--- src/rtl/mem_bus_arbiter_pkg.sv ---
// Shared types and bus encodings for the fetch / load-store memory bus arbiter.
package mem_arb_pkg;

    typedef enum logic [1:0] {
        ARB_IDLE = 2'd0,
        ARB_ADDR = 2'd1,
        ARB_DATA = 2'd2
    } arb_state_t;

    typedef enum logic {
        OWN_IF = 1'b0,
        OWN_D  = 1'b1
    } owner_t;

    localparam logic       HTRANS_IDLE   = 1'b0;
    localparam logic       HTRANS_NONSEQ = 1'b1;
    localparam logic [2:0] HSIZE_WORD    = 3'd2;
    localparam logic [2:0] HSIZE_DWORD   = 3'd3;

endpackage

--- src/rtl/mem_bus_arbiter_if.sv ---
// Requester handshakes plus the AHB-lite-style master bus; 'master' is the arbiter's view,
// 'slave' is the view of the pipeline requesters and the memory slave.
interface mem_bus_arbiter_if #(
    parameter int ADDR_W = 64,
    parameter int DATA_W = 64
);
    logic              if_req;
    logic [ADDR_W-1:0] if_addr;
    logic [31:0]       if_rdata;
    logic              if_done;
    logic              if_stall;

    logic              d_req;
    logic              d_write;
    logic [2:0]        d_size;
    logic [ADDR_W-1:0] d_addr;
    logic [DATA_W-1:0] d_wdata;
    logic [DATA_W-1:0] d_rdata;
    logic              d_done;
    logic              d_stall;

    logic [ADDR_W-1:0] HADDR;
    logic              HTRANS;
    logic              HWRITE;
    logic [2:0]        HSIZE;
    logic [DATA_W-1:0] HWDATA;
    logic [DATA_W-1:0] HRDATA;
    logic              HREADY;

    modport master (
        input  if_req, if_addr, d_req, d_write, d_size, d_addr, d_wdata, HRDATA, HREADY,
        output if_rdata, if_done, if_stall, d_rdata, d_done, d_stall,
               HADDR, HTRANS, HWRITE, HSIZE, HWDATA
    );

    modport slave (
        output if_req, if_addr, d_req, d_write, d_size, d_addr, d_wdata, HRDATA, HREADY,
        input  if_rdata, if_done, if_stall, d_rdata, d_done, d_stall,
               HADDR, HTRANS, HWRITE, HSIZE, HWDATA
    );
endinterface

--- src/rtl/mem_bus_arbiter_grant_sel.sv ---
// Owner selection: load/store wins unless the starvation flag forces a waiting fetch through.
module arb_grant_sel
    import mem_arb_pkg::*;
(
    input  logic   if_req,
    input  logic   d_req,
    input  logic   starve,
    output logic   grant_valid,
    output owner_t grant_owner
);
    always_comb begin
        grant_valid = if_req | d_req;
        grant_owner = OWN_IF;
        if (d_req && !(starve && if_req)) begin
            grant_owner = OWN_D;
        end
    end
endmodule

--- src/rtl/mem_bus_arbiter.sv ---
// Single-outstanding memory bus arbiter between fetch and load/store with registered bus outputs.
// Define FETCH_STARVE_GUARD_EN to force a fetch grant after STARVE_LIMIT load/store grants.
module mem_bus_arbiter
    import mem_arb_pkg::*;
#(
    parameter int ADDR_W = 64,
    parameter int DATA_W = 64
`ifdef FETCH_STARVE_GUARD_EN
    ,
    parameter int STARVE_LIMIT = 4
`endif
) (
    input  logic              CLK,
    input  logic              reset,
    mem_bus_arbiter_if.master bus
);
    arb_state_t        state_q, state_d;
    owner_t            owner_q, owner_d;
    logic [ADDR_W-1:0] haddr_q, haddr_d;
    logic              htrans_q, htrans_d;
    logic              hwrite_q, hwrite_d;
    logic [2:0]        hsize_q, hsize_d;
    logic [DATA_W-1:0] hwdata_q, hwdata_d;
    logic [DATA_W-1:0] wdata_q, wdata_d;
    logic [DATA_W-1:0] d_rdata_q, d_rdata_d;
    logic [31:0]       if_rdata_q, if_rdata_d;
    logic              if_done_q, if_done_d;
    logic              d_done_q, d_done_d;

    logic   grant_valid;
    owner_t grant_owner;
    logic   starve;
    logic   reissue_wait;
    logic   grant_fire;

    arb_grant_sel u_grant_sel (
        .if_req      (bus.if_req),
        .d_req       (bus.d_req),
        .starve      (starve),
        .grant_valid (grant_valid),
        .grant_owner (grant_owner)
    );

    // A requester whose done is showing still has its old payload on the pins; let it
    // present the next one before re-granting it, without letting the other side jump ahead.
    assign reissue_wait = (grant_owner == OWN_D) ? d_done_q : if_done_q;
    assign grant_fire   = (state_q == ARB_IDLE) && grant_valid && !reissue_wait;

`ifdef FETCH_STARVE_GUARD_EN
    localparam int CNT_W = $clog2(STARVE_LIMIT + 1);
    logic [CNT_W-1:0] starve_cnt_q, starve_cnt_d;

    always_comb begin
        starve_cnt_d = starve_cnt_q;
        if (grant_fire) begin
            if (grant_owner == OWN_IF) begin
                starve_cnt_d = '0;
            end else if (bus.if_req && (starve_cnt_q != CNT_W'(STARVE_LIMIT))) begin
                starve_cnt_d = starve_cnt_q + CNT_W'(1);
            end
        end
    end

    always_ff @(posedge CLK) begin
        if (reset) starve_cnt_q <= '0;
        else       starve_cnt_q <= starve_cnt_d;
    end

    assign starve = (starve_cnt_q == CNT_W'(STARVE_LIMIT));
`else
    assign starve = 1'b0;
`endif

    always_comb begin
        state_d    = state_q;
        owner_d    = owner_q;
        haddr_d    = haddr_q;
        htrans_d   = HTRANS_IDLE;
        hwrite_d   = hwrite_q;
        hsize_d    = hsize_q;
        hwdata_d   = hwdata_q;
        wdata_d    = wdata_q;
        d_rdata_d  = d_rdata_q;
        if_rdata_d = if_rdata_q;
        if_done_d  = 1'b0;
        d_done_d   = 1'b0;
        case (state_q)
            ARB_IDLE: begin
                if (grant_fire) begin
                    state_d  = ARB_ADDR;
                    owner_d  = grant_owner;
                    htrans_d = HTRANS_NONSEQ;
                    if (grant_owner == OWN_D) begin
                        haddr_d  = bus.d_addr;
                        hwrite_d = bus.d_write;
                        hsize_d  = bus.d_size;
                        wdata_d  = bus.d_wdata;
                    end else begin
                        haddr_d  = bus.if_addr;
                        hwrite_d = 1'b0;
                        hsize_d  = HSIZE_WORD;
                        wdata_d  = '0;
                    end
                end
            end
            ARB_ADDR: begin
                state_d  = ARB_DATA;
                hwdata_d = wdata_q;
            end
            ARB_DATA: begin
                // Done is qualified by the live request so an abandoned transfer stays silent.
                if (bus.HREADY) begin
                    state_d = ARB_IDLE;
                    if (owner_q == OWN_D) begin
                        d_rdata_d = bus.HRDATA;
                        d_done_d  = bus.d_req;
                    end else begin
                        if_rdata_d = haddr_q[2] ? bus.HRDATA[63:32] : bus.HRDATA[31:0];
                        if_done_d  = bus.if_req;
                    end
                end
            end
            default: state_d = ARB_IDLE;
        endcase
    end

    always_ff @(posedge CLK) begin
        if (reset) begin
            state_q    <= ARB_IDLE;
            owner_q    <= OWN_IF;
            haddr_q    <= '0;
            htrans_q   <= HTRANS_IDLE;
            hwrite_q   <= 1'b0;
            hsize_q    <= '0;
            hwdata_q   <= '0;
            wdata_q    <= '0;
            d_rdata_q  <= '0;
            if_rdata_q <= '0;
            if_done_q  <= 1'b0;
            d_done_q   <= 1'b0;
        end else begin
            state_q    <= state_d;
            owner_q    <= owner_d;
            haddr_q    <= haddr_d;
            htrans_q   <= htrans_d;
            hwrite_q   <= hwrite_d;
            hsize_q    <= hsize_d;
            hwdata_q   <= hwdata_d;
            wdata_q    <= wdata_d;
            d_rdata_q  <= d_rdata_d;
            if_rdata_q <= if_rdata_d;
            if_done_q  <= if_done_d;
            d_done_q   <= d_done_d;
        end
    end

    assign bus.HADDR    = haddr_q;
    assign bus.HTRANS   = htrans_q;
    assign bus.HWRITE   = hwrite_q;
    assign bus.HSIZE    = hsize_q;
    assign bus.HWDATA   = hwdata_q;
    assign bus.if_rdata = if_rdata_q;
    assign bus.if_done  = if_done_q;
    assign bus.d_rdata  = d_rdata_q;
    assign bus.d_done   = d_done_q;
    assign bus.if_stall = bus.if_req & ~if_done_q;
    assign bus.d_stall  = bus.d_req & ~d_done_q;
endmodule

--- src/flat_wrapper.sv ---
// flat-port wrapper written by rule: the top's interface ports become plain ports
module mem_bus_arbiter_flat import mem_arb_pkg::*;
#(
    parameter int ADDR_W = 64,
    parameter int DATA_W = 64

)
  (CLK, reset, bus_if_req, bus_if_addr, bus_d_req, bus_d_write, bus_d_size, bus_d_addr, bus_d_wdata, bus_HRDATA, bus_HREADY, bus_if_rdata, bus_if_done, bus_if_stall, bus_d_rdata, bus_d_done, bus_d_stall, bus_HADDR, bus_HTRANS, bus_HWRITE, bus_HSIZE, bus_HWDATA);
  mem_bus_arbiter_if #(.ADDR_W(ADDR_W), .DATA_W(DATA_W)) bus_i ();
  input  logic CLK;
  input  logic reset;
  input wire logic [$bits(bus_i.if_req)-1:0] bus_if_req;
  input wire logic [$bits(bus_i.if_addr)-1:0] bus_if_addr;
  input wire logic [$bits(bus_i.d_req)-1:0] bus_d_req;
  input wire logic [$bits(bus_i.d_write)-1:0] bus_d_write;
  input wire logic [$bits(bus_i.d_size)-1:0] bus_d_size;
  input wire logic [$bits(bus_i.d_addr)-1:0] bus_d_addr;
  input wire logic [$bits(bus_i.d_wdata)-1:0] bus_d_wdata;
  input wire logic [$bits(bus_i.HRDATA)-1:0] bus_HRDATA;
  input wire logic [$bits(bus_i.HREADY)-1:0] bus_HREADY;
  output wire logic [$bits(bus_i.if_rdata)-1:0] bus_if_rdata;
  output wire logic [$bits(bus_i.if_done)-1:0] bus_if_done;
  output wire logic [$bits(bus_i.if_stall)-1:0] bus_if_stall;
  output wire logic [$bits(bus_i.d_rdata)-1:0] bus_d_rdata;
  output wire logic [$bits(bus_i.d_done)-1:0] bus_d_done;
  output wire logic [$bits(bus_i.d_stall)-1:0] bus_d_stall;
  output wire logic [$bits(bus_i.HADDR)-1:0] bus_HADDR;
  output wire logic [$bits(bus_i.HTRANS)-1:0] bus_HTRANS;
  output wire logic [$bits(bus_i.HWRITE)-1:0] bus_HWRITE;
  output wire logic [$bits(bus_i.HSIZE)-1:0] bus_HSIZE;
  output wire logic [$bits(bus_i.HWDATA)-1:0] bus_HWDATA;
  assign bus_i.if_req = bus_if_req;
  assign bus_i.if_addr = bus_if_addr;
  assign bus_i.d_req = bus_d_req;
  assign bus_i.d_write = bus_d_write;
  assign bus_i.d_size = bus_d_size;
  assign bus_i.d_addr = bus_d_addr;
  assign bus_i.d_wdata = bus_d_wdata;
  assign bus_i.HRDATA = bus_HRDATA;
  assign bus_i.HREADY = bus_HREADY;
  assign bus_if_rdata = bus_i.if_rdata;
  assign bus_if_done = bus_i.if_done;
  assign bus_if_stall = bus_i.if_stall;
  assign bus_d_rdata = bus_i.d_rdata;
  assign bus_d_done = bus_i.d_done;
  assign bus_d_stall = bus_i.d_stall;
  assign bus_HADDR = bus_i.HADDR;
  assign bus_HTRANS = bus_i.HTRANS;
  assign bus_HWRITE = bus_i.HWRITE;
  assign bus_HSIZE = bus_i.HSIZE;
  assign bus_HWDATA = bus_i.HWDATA;
  mem_bus_arbiter #(.ADDR_W(ADDR_W), .DATA_W(DATA_W)) u_core (.CLK(CLK), .reset(reset), .bus(bus_i));
endmodule
--- config.mk ---
export PLATFORM = sky130hd
export DESIGN_NAME = mem_bus_arbiter_flat
export DESIGN_NICKNAME = d
export VERILOG_FILES = /design/src/rtl/mem_bus_arbiter_pkg.sv /design/src/rtl/mem_bus_arbiter_if.sv /design/src/rtl/mem_bus_arbiter_grant_sel.sv /design/src/rtl/mem_bus_arbiter.sv /design/src/flat_wrapper.sv
export SDC_FILE = /design/constraint.sdc
export NUM_CORES = 1
export LEC_CHECK = 0
export ABC_AREA = 1
export CELL_PAD_IN_SITES_DETAIL_PLACEMENT = 0
export CELL_PAD_IN_SITES_GLOBAL_PLACEMENT = 2
export CORE_MARGIN = 5
export CORE_UTILIZATION = 22
export DETAILED_ROUTE_END_ITERATION = 8
export GPL_ROUTABILITY_DRIVEN = 0
export GPL_TIMING_DRIVEN = 0
export PLACE_DENSITY = 0.88
export SYNTH_ARGS = -nofsm -noshare
export SYNTH_HDL_FRONTEND = slang
export SYNTH_HIERARCHICAL = 1
export SYNTH_SLANG_ARGS = --single-unit
--- constraint.sdc ---
create_clock -name CLK -period 1.95 [get_ports CLK]
set_clock_uncertainty 0.15 [all_clocks]
set_input_delay 0.39 -clock CLK [delete_from_list [all_inputs] [get_ports CLK]]
set_output_delay 0.39 -clock CLK [all_outputs]
set_load 0.005 [all_outputs]
==> reports/metrics.cfg <==
[detailed_routing]
ant_nets = 0
vias = 13200
drt_iter0_markers = 592
dr.pass1.iters = 5
drt_wl_total_um = 54200
wl_per_cell_um = 18.2
drc = 0
via_per_inst = 4.41

[place]
portBuffers = 497
dp_hpwl_um = 42300

[yosys]
synthCells = 1707
synth.top_cells.by_count = 366 x nand2_1, 298 x dfxtp_1, 296 x nor2_1
synth_most_common_cell = nand2_1
synth_fp_nets = 1972
yosysTopAreaCellShare_pct = 49.2
synth_area_leader_cell = dfxtp_1
ys_top_cells_by_area = dfxtp_1 49%, nand2_1 11%, nor2_1 9.2%
async_flop_share_pct = 0
synth-edff-count = 0
synth_cell_type_count = 23
netlist_area_sq_um = 12100
synth-seq-area-share_pct = 49.2
synth_flop_cell = dfxtp_1
avgSynthCellArea_sq_um = 7.11
ys_warn_count = 6
synth_seq_cells = 298

[power_and_ir_drop]
p_per_area_nw_per_um2 = 874
power.leakage_nw = 8.59
power_mw = 16.7
vdd_drop_max_v = 0.000644

[global_routing]
grt_start_max_net_pins = 13
gr-total-overflow = 0
grt_pass1_vias = 12900
grt_pass1_wl_um = 79400
track_usage_pct = 16.9
antenna_found_initial = 7

[clock_tree]
clockBufferDepth = 3
cts_tree = done
cts_made_buffers = 36
root_buffer = clkbuf_16
clk_pin_slew_ns = 0.06
htreeDepth = 2
clkLatencyLatePin_ns = 0.54
clkSinkCount = 298

[worst_setup_path]
crit_slowest_cell = clkdlybuf4s50_1
required_ns = 1.41
cp_num_buf_inv = 1
setup.worst_path.start_class = register
crit_family = buffers and inverters
max_stage_delay_ns = 0.51
path_class = reg -> out
crit_path_end_kind = output port
crit_arrival_ns = 1.36
path_max_fanout = 2
cp_cell_sequence = clkdlybuf4s50_1

[sta]
rsz0062_at_grt = yes
hold_violations = 0
fmax_mhz = 526
min_period_over_period_pct = 97.5
min_period_ns = 1.90
setup_violations = 0
hold_slack_ns = 0.227
slew_headroom_pct = 54.2
tightest_slew_ns = 0.687
report.final.slew_viol_count = 0

[layout]
drive_above_1_share_pct = 7.22
layout.area.seq_sq_um = 5980
syn_to_final_growth_pct = 57.5
nets = 2509
nFillCells = 5887
multiInputGateArea_sq_um = 5400

[floorplanning]
fp.coreArea_sq_um = 54900
rows = 86
die_w_um = 245
die_area_sq_um = 59900
io_pins = 498
initial_core_util_pct = 22.1
die_y_um = 245

[hold_path]
hold_class = in -> reg

[run]
max-cap-violations = 0

[run_status]
status = finished clean

[placed cells by master (no fill, tap or decap)]
master / instances
nor2_4: 2
buf_4: 11
clkbuf_2: 26
a21oi_1: 165
and2_0: 64
clkbuf_8: 9
o21ai_0: 125
dfxtp_1: 287
bufinv_16: 3
nor2_1: 295
dfxtp_4: 1
dlygate4sd2_1: 224
buf_6: 3
a21oi_2: 1
dfxtp_2: 10
nand3b_1: 1
nand2_1: 365
or2_1: 1
clkbuf_1: 55
clkbuf_4: 2
inv_1: 42
buf_1: 9
nor2_2: 1
clkinvlp_4: 2
o21ai_1: 3
clkinv_8: 3
inv_2: 3
nand3_1: 195
dlymetal6s2s_1: 7
diode_2: 5
buf_12: 1
nand2_2: 1
clkinv_2: 6
inv_4: 1
nor3_1: 2
clkdlybuf4s50_1: 266
conb_1: 1
nand2_4: 1
clkbuf_16: 36
buf_2: 41
[layout make-up]
class,instances,area share (%)
Timing Repair Buffer,500,24.9
Clock inverter,13,0.924
Clock buffer,52,5.50
Buffer,138,3.48
Sequential cell,298,31.3
Tap cell,704,4.61
Inverter,47,0.956
Multi-Input combinational cell,1223,28.3
Antenna cell,5,0.0655
[sequential cells by signal (all words and copies together) (netlist names)]
name,cells
u_core/owner_q,1
u_core/bus.HSIZE,3
u_core/bus.HTRANS,1
u_core/wdata_q,64
u_core/bus.if_rdata,32
u_core/bus.HADDR,64
u_core/bus.HWDATA,64
u_core/bus.HWRITE,1
u_core/state_q,2
u_core/bus.if_done,1
u_core/bus.d_rdata,64
u_core/bus.d_done,1
[cells by family (layout without fill, tap and decap cells)]
kind of cell,Yosys count,in the layout,synth area share (%)
AO/OA/AOI/OAI,294,294,12.1
other,1,6,0.0309
AND/OR/NAND/NOR,928,928,32.2
flip-flops,298,298,49.2
buffers and inverters,186,750,6.43
[final timing paths]
path | slack [ns] | depth (start not counted) | to | from
max | 0.05 | 1 | bus_d_rdata[15] | u_core/bus.d_rdata[15]
min reg2reg | 0.31 | 2 | u_core/bus.d_rdata[53] | u_core/bus.d_rdata[53]
max reg2reg | 0.14 | 6 | u_core/bus.HWDATA[20] | u_core/state_q[0]
min | 0.23 | 3 | u_core/bus.if_done | bus_if_req
[where the power goes]
part / leakage [nW] / internal, mW / switching [mW]
logic: 5.55 / 1.38 / 1.66
registers: 2.44 / 6.51 / 0.209
clock network: 0.603 / 4.17 / 2.76
total: 8.59 / 12.1 / 4.63
[metrics by stage]
step / setup WS, ns / area, sq um / utilization (%) / instances / TNS, ns
after floorplan: 0.283 / 12100 / - / 1707 / 0
after global placement: -0.808 / 18000 / 32.8 / 2908 / -170.11
after detailed placement: -0.916 / 18000 / 32.8 / 2908 / -179.61
after CTS: -0.00388 / 19000 / 34.7 / 2975 / -0.00757
after global routing: -0.00671 / 19100 / 34.8 / 2979 / -0.0134
final: 0.0479 / 19100 / 34.8 / 2980 / 0
[repair_timing]
item / in CTS / in global routing
setup endpoints to repair: 468 / 165
buffers inserted: 3 / 0
resized for setup: 261 / 44
hold buffers: 0 / 0
endpoints found under the hold margin: 0 / 0
pin swaps: 1 / 1
[per-layer routing]
layer  GRT usage [%]  vias to the layer above  share of wire, %
li1                -                     6581                 -
met1            20.6                     6102                42
met2            29.0                      398                48
met3            5.49                       70               7.7
met4            4.44                        4               2.3
met5               0                        -             0.063
No activity file was read; power rests on OpenSTA's default activity.
